File: src/rtl/qpu_ifu2exu_ibuf.sv
// Instruction buffer between the IFU IR stage and EXU decode/issue: a DEPTH-entry
// circular FIFO of instruction, PC and operand-index records, emptied on pipeline flush.
module qpu_ifu2exu_ibuf #(
  parameter int unsigned INSTR_W    = 32,
  parameter int unsigned PC_W       = 32,
  parameter int unsigned RFIDX_W    = 5,
  parameter int unsigned DEPTH_LOG2 = 1
) (
  input  logic                  clk,
  input  logic                  rst_n,
  input  logic                  i_valid,
  output logic                  i_ready,
  input  logic [INSTR_W-1:0]    i_ir,
  input  logic [PC_W-1:0]       i_pc,
  input  logic                  i_pc_vld,
  input  logic [RFIDX_W-1:0]    i_rs1idx,
  input  logic [RFIDX_W-1:0]    i_rs2idx,
  input  logic                  i_prdt_taken,
  output logic                  o_valid,
  input  logic                  o_ready,
  output logic [INSTR_W-1:0]    o_ir,
  output logic [PC_W-1:0]       o_pc,
  output logic                  o_pc_vld,
  output logic [RFIDX_W-1:0]    o_rs1idx,
  output logic [RFIDX_W-1:0]    o_rs2idx,
  output logic                  o_prdt_taken,
  input  logic                  flush,
  output logic [DEPTH_LOG2:0]   o_count,
  output logic                  o_full,
  output logic                  o_empty
);

  localparam int unsigned DEPTH = 1 << DEPTH_LOG2;
  localparam int unsigned CNT_W = DEPTH_LOG2 + 1;

  typedef struct packed {
    logic [INSTR_W-1:0] ir;
    logic [PC_W-1:0]    pc;
    logic               pc_vld;
    logic [RFIDX_W-1:0] rs1idx;
    logic [RFIDX_W-1:0] rs2idx;
    logic               prdt_taken;
  } entry_t;

  entry_t                entry_q [DEPTH];
  entry_t                entry_d [DEPTH];
  logic [DEPTH_LOG2-1:0] rd_ptr_q, rd_ptr_d;
  logic [DEPTH_LOG2-1:0] wr_ptr_q, wr_ptr_d;
  logic [CNT_W-1:0]      count_q, count_d;
  logic                  push, pop;
  entry_t                head;

  // Flush blocks both handshakes so a wrong-path instruction is neither taken nor issued.
  assign o_full  = (count_q == CNT_W'(DEPTH));
  assign o_empty = (count_q == '0);
  assign i_ready = !o_full && !flush;
  assign o_valid = !o_empty && !flush;
  assign push    = i_valid && i_ready;
  assign pop     = o_valid && o_ready;
  assign o_count = count_q;

  assign head         = entry_q[rd_ptr_q];
  assign o_ir         = head.ir;
  assign o_pc         = head.pc;
  assign o_pc_vld     = head.pc_vld;
  assign o_rs1idx     = head.rs1idx;
  assign o_rs2idx     = head.rs2idx;
  assign o_prdt_taken = head.prdt_taken;

  // NOTE: every variable gets a default before any branch, so no latch is inferred.
  always_comb begin
    entry_d  = entry_q;
    rd_ptr_d = rd_ptr_q;
    wr_ptr_d = wr_ptr_q;
    count_d  = count_q;
    if (flush) begin
      rd_ptr_d = '0;
      wr_ptr_d = '0;
      count_d  = '0;
    end else begin
      if (push) begin
        entry_d[wr_ptr_q] = '{ir: i_ir, pc: i_pc, pc_vld: i_pc_vld, rs1idx: i_rs1idx,
                              rs2idx: i_rs2idx, prdt_taken: i_prdt_taken};
        wr_ptr_d = wr_ptr_q + DEPTH_LOG2'(1);
      end
      if (pop) begin
        rd_ptr_d = rd_ptr_q + DEPTH_LOG2'(1);
      end
      case ({push, pop})
        2'b10:   count_d = count_q + CNT_W'(1);
        2'b01:   count_d = count_q - CNT_W'(1);
        default: count_d = count_q;
      endcase
    end
  end

  // NOTE: sequential state uses non-blocking assignments only; the storage array is
  // reset too, so the head payload reads as zero out of reset.
  always_ff @(posedge clk or negedge rst_n) begin
    if (!rst_n) begin
      for (int i = 0; i < DEPTH; i++) entry_q[i] <= '0;
      rd_ptr_q <= '0;
      wr_ptr_q <= '0;
      count_q  <= '0;
    end else begin
      entry_q  <= entry_d;
      rd_ptr_q <= rd_ptr_d;
      wr_ptr_q <= wr_ptr_d;
      count_q  <= count_d;
    end
  end

  a_no_push_full:  assert property (@(posedge clk) disable iff (!rst_n) !(push && o_full));
  a_no_pop_empty:  assert property (@(posedge clk) disable iff (!rst_n) !(pop && o_empty));
  a_count_bounded: assert property (@(posedge clk) disable iff (!rst_n) count_q <= CNT_W'(DEPTH));

endmodule

File: config.mk
export PLATFORM = sky130hd
export DESIGN_NAME = qpu_ifu2exu_ibuf
export DESIGN_NICKNAME = d
export VERILOG_FILES = /design/src/rtl/qpu_ifu2exu_ibuf.sv
export SDC_FILE = /design/constraint.sdc
export NUM_CORES = 1
export LEC_CHECK = 0
export ABC_CLOCK_PERIOD_IN_PS = 4100
export BUFFER_PORTS_ARGS = -buffer_cell sky130_fd_sc_hd__buf_2
export CAP_MARGIN = 40
export CORE_MARGIN = 1.5
export CORE_UTILIZATION = 34
export DETAILED_ROUTE_END_ITERATION = 6
export PLACE_DENSITY_LB_ADDON = 0.05
export SLEW_MARGIN = 40
export SYNTH_ARGS = -nofsm -noshare
export SYNTH_HDL_FRONTEND = slang
export SYNTH_SLANG_ARGS = --single-unit
File: constraint.sdc
create_clock -name clk -period 4.1 [get_ports clk]
set_input_delay 0.41 -clock clk [delete_from_list [all_inputs] [get_ports clk]]
set_output_delay 0.41 -clock clk [all_outputs]
set_load 0.01 [all_outputs]
Word-level counts from Yosys, hierarchy flattened
Cells that the tools add are included.
{ "classes": {"addsub": 4, "magnitude_cmp": 3, "eq_ne": 3, "muxes": 12, "bitwise_logic": 3, "reduce_logical": 13} }
{ "op_table": {"columns": ["cell", "n"], "rows": [
  ["$mux 76", 4],
  ["$bwmux 152", 1],
  ["$demux 76 s1", 1],
  ["$logic_and 1x1->1", 5],
  ["$eq 2x2->1 const B", 2],
  ["$ge 2x2->1 const B", 2],
  ["$mux 1", 4],
  ["$not 1->2", 2],
  ["$pmux 2 s2", 1],
  ["$reduce_bool 2->1", 2],
  ["$logic_not 1->1", 3],
  ["$reduce_bool 3->1", 1],
  ["$add 1x1->1 const B", 2],
  ["$add 2x1->2 const B", 1],
  ["$eq 2x1->1 const B", 1],
  ["$logic_not 2->1", 1],
  ["$lt 2x1->1 const B", 1],
  ["$mux 2", 1],
  ["$reduce_and 2->1", 1],
  ["$sub 2x1->2 const B", 1],
  ["$not 1->1", 1]
]} }
{ "totals": {"reg_bits": 156} }

Logic depth before layout (Yosys ltp)
{ "depth": {"word_depth": 7, "ltp_mapped": 6, "depth_no_buf": 3} }

Least setup slack after synthesis
OpenSTA, ideal clock, no wires.
{ "synth_timing": {"path_kind": "register to register", "startpoint": "register count_q[1] (netlist: o_count[1])", "endpoint": "register entry_q[34] (netlist bit)", "setup_ps": 125, "arrival_time_ps": 1834, "required_ps": 3975, "path_slack_ps": 2141, "stages_incl_launch_ff": 7, "n_path_buf": 3, "path_cell_list": "dfrtp_1 > nor2b_1 > or4b_1 > clkbuf_1 > buf_6 > buf_6 > mux2_4"} }
{ "synth_between": {"elab_chain_cells": 5} }
{ "synth_lines": {"columns": ["element", "line_no", "source"], "rows": [
  ["start, declared", "49", "logic [CNT_W-1:0] count_q, count_d;"],
  ["start signal, assigned", "109", "count_q <= count_d;"],
  ["$eq 2x2->1", "54", "assign o_full = (count_q == CNT_W'(DEPTH));"],
  ["named net o_full", "29", "output logic o_full,"],
  ["$logic_not 1->1", "56", "assign i_ready = !o_full && !flush;"],
  ["$logic_and 1x1->1", "56", null],
  ["$logic_and 1x1->1", "58", "assign push = i_valid && i_ready;"],
  ["$reduce_and 2->1 (no line)", null, null],
  ["end signal, assigned", "106", "entry_q <= entry_d;"],
  ["end, declared", "45", "entry_t entry_q [DEPTH];"]
]} }
The timed path passes the listed nets, and every way through them passes these cells.
A chain may end at the register's enable or synchronous reset.

Worst setup path after layout
{ "layout_timing": {"startpoint": "register rd_ptr_q", "endpoint": "output port o_pc[5]"} }
{ "layout_between": {"elab_chain_cells": 4} }
{ "layout_lines": {"columns": ["element", "line_no", "source"], "rows": [
  ["start, declared", "47", "logic [DEPTH_LOG2-1:0] rd_ptr_q, rd_ptr_d;"],
  ["start signal, assigned", "107", "rd_ptr_q <= rd_ptr_d;"],
  ["$not 1->2 (not written as such)", "62", "assign head = entry_q[rd_ptr_q];"],
  ["$mux 76 (not written as such) (3 in series)", "62", null],
  ["end, declared", "22", "output logic [PC_W-1:0] o_pc,"]
]} }
No other way between the ends. The select of a mux whose other input is x is not followed.

==> metrics.cfg <==
[status]
outcome=complete, no violations

[timing]
finalMaxSlewViolations=0
hold_violations=0
layout_setup_ws_ns=1.42
totalNegativeSetupSlack_ns=0
post-route-min-period_ns=2.68
clock.fmax_mhz=373
setup_viol_count_final=0
hold_ws_ns=0.0265
max-slew-margin-rel_pct=46.8
final_clock_skew_ns=0.00785
grt_setup_unrepaired=no
worst_pin_slew_ns=0.798
final_worst_path_cycle_share_pct=65.4

[synth]
synth_top_cells_by_area=sky130_fd_sc_hd__dfrtp_1 (57%), sky130_fd_sc_hd__mux2_2 (31%), sky130_fd_sc_hd__mux2_4 (8.7%)
flops_latches_synth=156
mappedNetlistArea_mm2=0.00690
netlist-cell-type-count=22
synth.yosys.seq_area_share_pct=56.6
ys.warnings.count=0
netlist.area_leader.share_pct=56.6
mappedNetlistNets=514
synth_cells=433
syn_avg_cell_area_um2=15.9
synth_area_leader_cell=sky130_fd_sc_hd__dfrtp_1

[place]
post-place-ws_ns=1.62
portBuffers=162
gp_routability_congestion=0.726
place_hpwl_um=9610

[route]
routedWlPerCell_um=17.0
final_antenna_net_count=0
drc=0
drt_wl_total_um=14800
drtPass1Iterations=6
detail_route.iter0.violations=100
num_vias=4084
via_per_inst=4.69

[finish]
multiInputGateArea_mm2=0.00285
layout-drive-gt1-share_pct=70.6
area_growth_pct=24.6
layout.filler_cells=1868
design.final.nets=674
register_area_mm2=0.00391

[floorplan]
top_level_ports=163
std_cell_rows=51
coreArea_mm2=0.0197
chipHeight_um=145
initial_utilization_pct=35.1
width_of_the_die_um=145
fp.dieArea_mm2=0.0212

[critical_path]
setup.worst_path.end=o_pc[5]
timing.critical_path.from=rd_ptr_q
worst-r2r-cell-count=4
path_max_fanout=53
critPathCaptureType=output port
setup.worst_path.start_class=register
r2r_setup_slack_ns=1.64
cp.required_ns=3.69
critical_path_arrival_ns=2.27
timing.setup.critical_path_class=reg2out
r2r_start=o_count[1]
reg2reg_to=entry_q[5]

[global_route]
global_route_wire_length_before_repair_um=24300
number_of_antenna_violations_at_the_first_check_in_global_routing=1
grt_max_degree=81
grt_util_all_layers_pct=14.7
grt_pass1_vias=4577
globalRoute.totalOverflow=0

[cts]
clkSinkCount=156
numCtsBuffers=17
ctsHoldBuffers=0
cts_root_buffer=sky130_fd_sc_hd__clkbuf_16
clk_latency_ns=0.41
cts.htree.levels=4
cts_max_path_buffers=2
clock_pin_transition_on_the_worst_setup_and_hold_timing_paths_ns=0.06
tritoncts=done
post_cts.resized_instances=0
total_setup_buffers_inserted_after_cts=0

[flow_run]
timing.max_cap.violations=0

[pwr]
power_density_mw_per_mm2=562
vdd.ir_drop.worst_mv=0.303
power.total_w=0.00483
cellLeakagePower_nw=4.00

[min_path]
worst_hold_path_type=in2async

[cells in the mapped netlist]
cell type,count
sky130_fd_sc_hd__mux2_4,40
sky130_fd_sc_hd__buf_1,5
sky130_fd_sc_hd__nor2b_1,1
sky130_fd_sc_hd__a21oi_1,2
sky130_fd_sc_hd__nand3_1,1
sky130_fd_sc_hd__buf_2,11
sky130_fd_sc_hd__o21ai_0,3
sky130_fd_sc_hd__nor2_1,5
sky130_fd_sc_hd__clkbuf_1,6
sky130_fd_sc_hd__nand2_1,1
sky130_fd_sc_hd__inv_1,1
sky130_fd_sc_hd__or4b_1,1
sky130_fd_sc_hd__nand3b_1,1
sky130_fd_sc_hd__or3_1,1
sky130_fd_sc_hd__a22oi_1,1
sky130_fd_sc_hd__buf_6,5
sky130_fd_sc_hd__xor2_1,1
sky130_fd_sc_hd__or4b_2,1
sky130_fd_sc_hd__a31oi_1,1
sky130_fd_sc_hd__nor4_1,1
sky130_fd_sc_hd__dfrtp_1,156
sky130_fd_sc_hd__mux2_2,188
[area by class of cell]
class / instances / share of cell area, %
Clock buffer: 22 / 5.40
Antenna cell: 2 / 0.0582
Multi-Input combinational cell: 249 / 33.1
Sequential cell: 156 / 45.5
Inverter: 1 / 0.0437
Clock inverter: 7 / 1.63
Tap cell: 265 / 3.86
Timing Repair Buffer: 168 / 10.4
[logic make-up (layout without fill, tap and decap cells)]
family / count (synthesis) / count (layout) / share of synthesized area, %
compound gates: 7 / 7 / 0.562
xor+xnor: 1 / 1 / 0.127
buf+inv: 28 / 198 / 2.27
flops: 156 / 156 / 56.6
mux: 228 / 228 / 39.4
other cells: 0 / 2 / 0
simple gates: 13 / 13 / 1.07
[power breakdown]
part	total, W	internal [W]	switching [W]	leakage [nW]
combinational	0.00109	0.000672	0.000422	1.85
clock	0.00163	0.00104	0.000591	0.288
sequential	0.00210	0.00191	0.000191	1.86
[flip-flops by register name (all words and copies together) (netlist names)]
register / flops
o_count: 2
entry_q: 152
rd_ptr_q: 1
wr_ptr_q: 1
[worst min-delay path by stage]
stage                            from          end  cells after the start
after floorplan                 rst_n   entry_q[0]                      0
after global placement    entry_q[19]  entry_q[19]                      1
after detailed placement  entry_q[41]  entry_q[41]                      1
after CTS                       rst_n  entry_q[53]                      1
after global routing            rst_n  entry_q[53]                      1
final                           rst_n  entry_q[53]                      1
[per-layer routing]
layer / GRT usage [%] / part of all wire (%) / vias to the layer above
met5: 0 / 0 / -
met4: 5.15 / 2.0 / 0
met3: 5.74 / 6.3 / 18
met2: 23.6 / 48 / 106
met1: 17.9 / 43 / 2082
li1: - / - / 1878
[critical path: stages (launching register included)]
cell	delay, ns
sky130_fd_sc_hd__dfrtp_4	0.96
sky130_fd_sc_hd__buf_4	0.37
sky130_fd_sc_hd__mux2_2	0.37
sky130_fd_sc_hd__buf_2	0.14
[stage by stage]
| stage | util [%] | cells | instance area [um2] |
|---|---|---|---|
| after global routing | 43.7 | 869 | 8590 |
| after detailed placement | 40.6 | 839 | 7980 |
| after floorplan | - | 433 | 6900 |
| after CTS | 43.7 | 868 | 8590 |
| after global placement | 40.6 | 839 | 7980 |
| final | 43.7 | 870 | 8590 |
[layout by cell type (no fill, tap or decap)]
master                       instances
sky130_fd_sc_hd__mux2_2            188
sky130_fd_sc_hd__buf_2             161
sky130_fd_sc_hd__dfrtp_1           155
sky130_fd_sc_hd__mux2_4             40
sky130_fd_sc_hd__clkbuf_16          17
sky130_fd_sc_hd__nor2_1              5
sky130_fd_sc_hd__bufinv_16           4
sky130_fd_sc_hd__o21ai_0             3
sky130_fd_sc_hd__clkbuf_1            3
sky130_fd_sc_hd__clkbuf_8            3
sky130_fd_sc_hd__buf_4               3
sky130_fd_sc_hd__diode_2             2
sky130_fd_sc_hd__a21oi_1             2
sky130_fd_sc_hd__clkinvlp_4          2
sky130_fd_sc_hd__buf_12              2
sky130_fd_sc_hd__nor2b_1             1
sky130_fd_sc_hd__inv_1               1
sky130_fd_sc_hd__nor4_2              1
sky130_fd_sc_hd__or4b_4              1
sky130_fd_sc_hd__a22oi_1             1
sky130_fd_sc_hd__xor2_1              1
sky130_fd_sc_hd__or3_1               1
sky130_fd_sc_hd__or4b_2              1
sky130_fd_sc_hd__nand3_1             1
sky130_fd_sc_hd__nand2_1             1
sky130_fd_sc_hd__nand3b_1            1
sky130_fd_sc_hd__a31oi_1             1
sky130_fd_sc_hd__clkinv_2            1
sky130_fd_sc_hd__buf_6               1
sky130_fd_sc_hd__dfrtp_4             1
(Power assumes the default switching activity.)
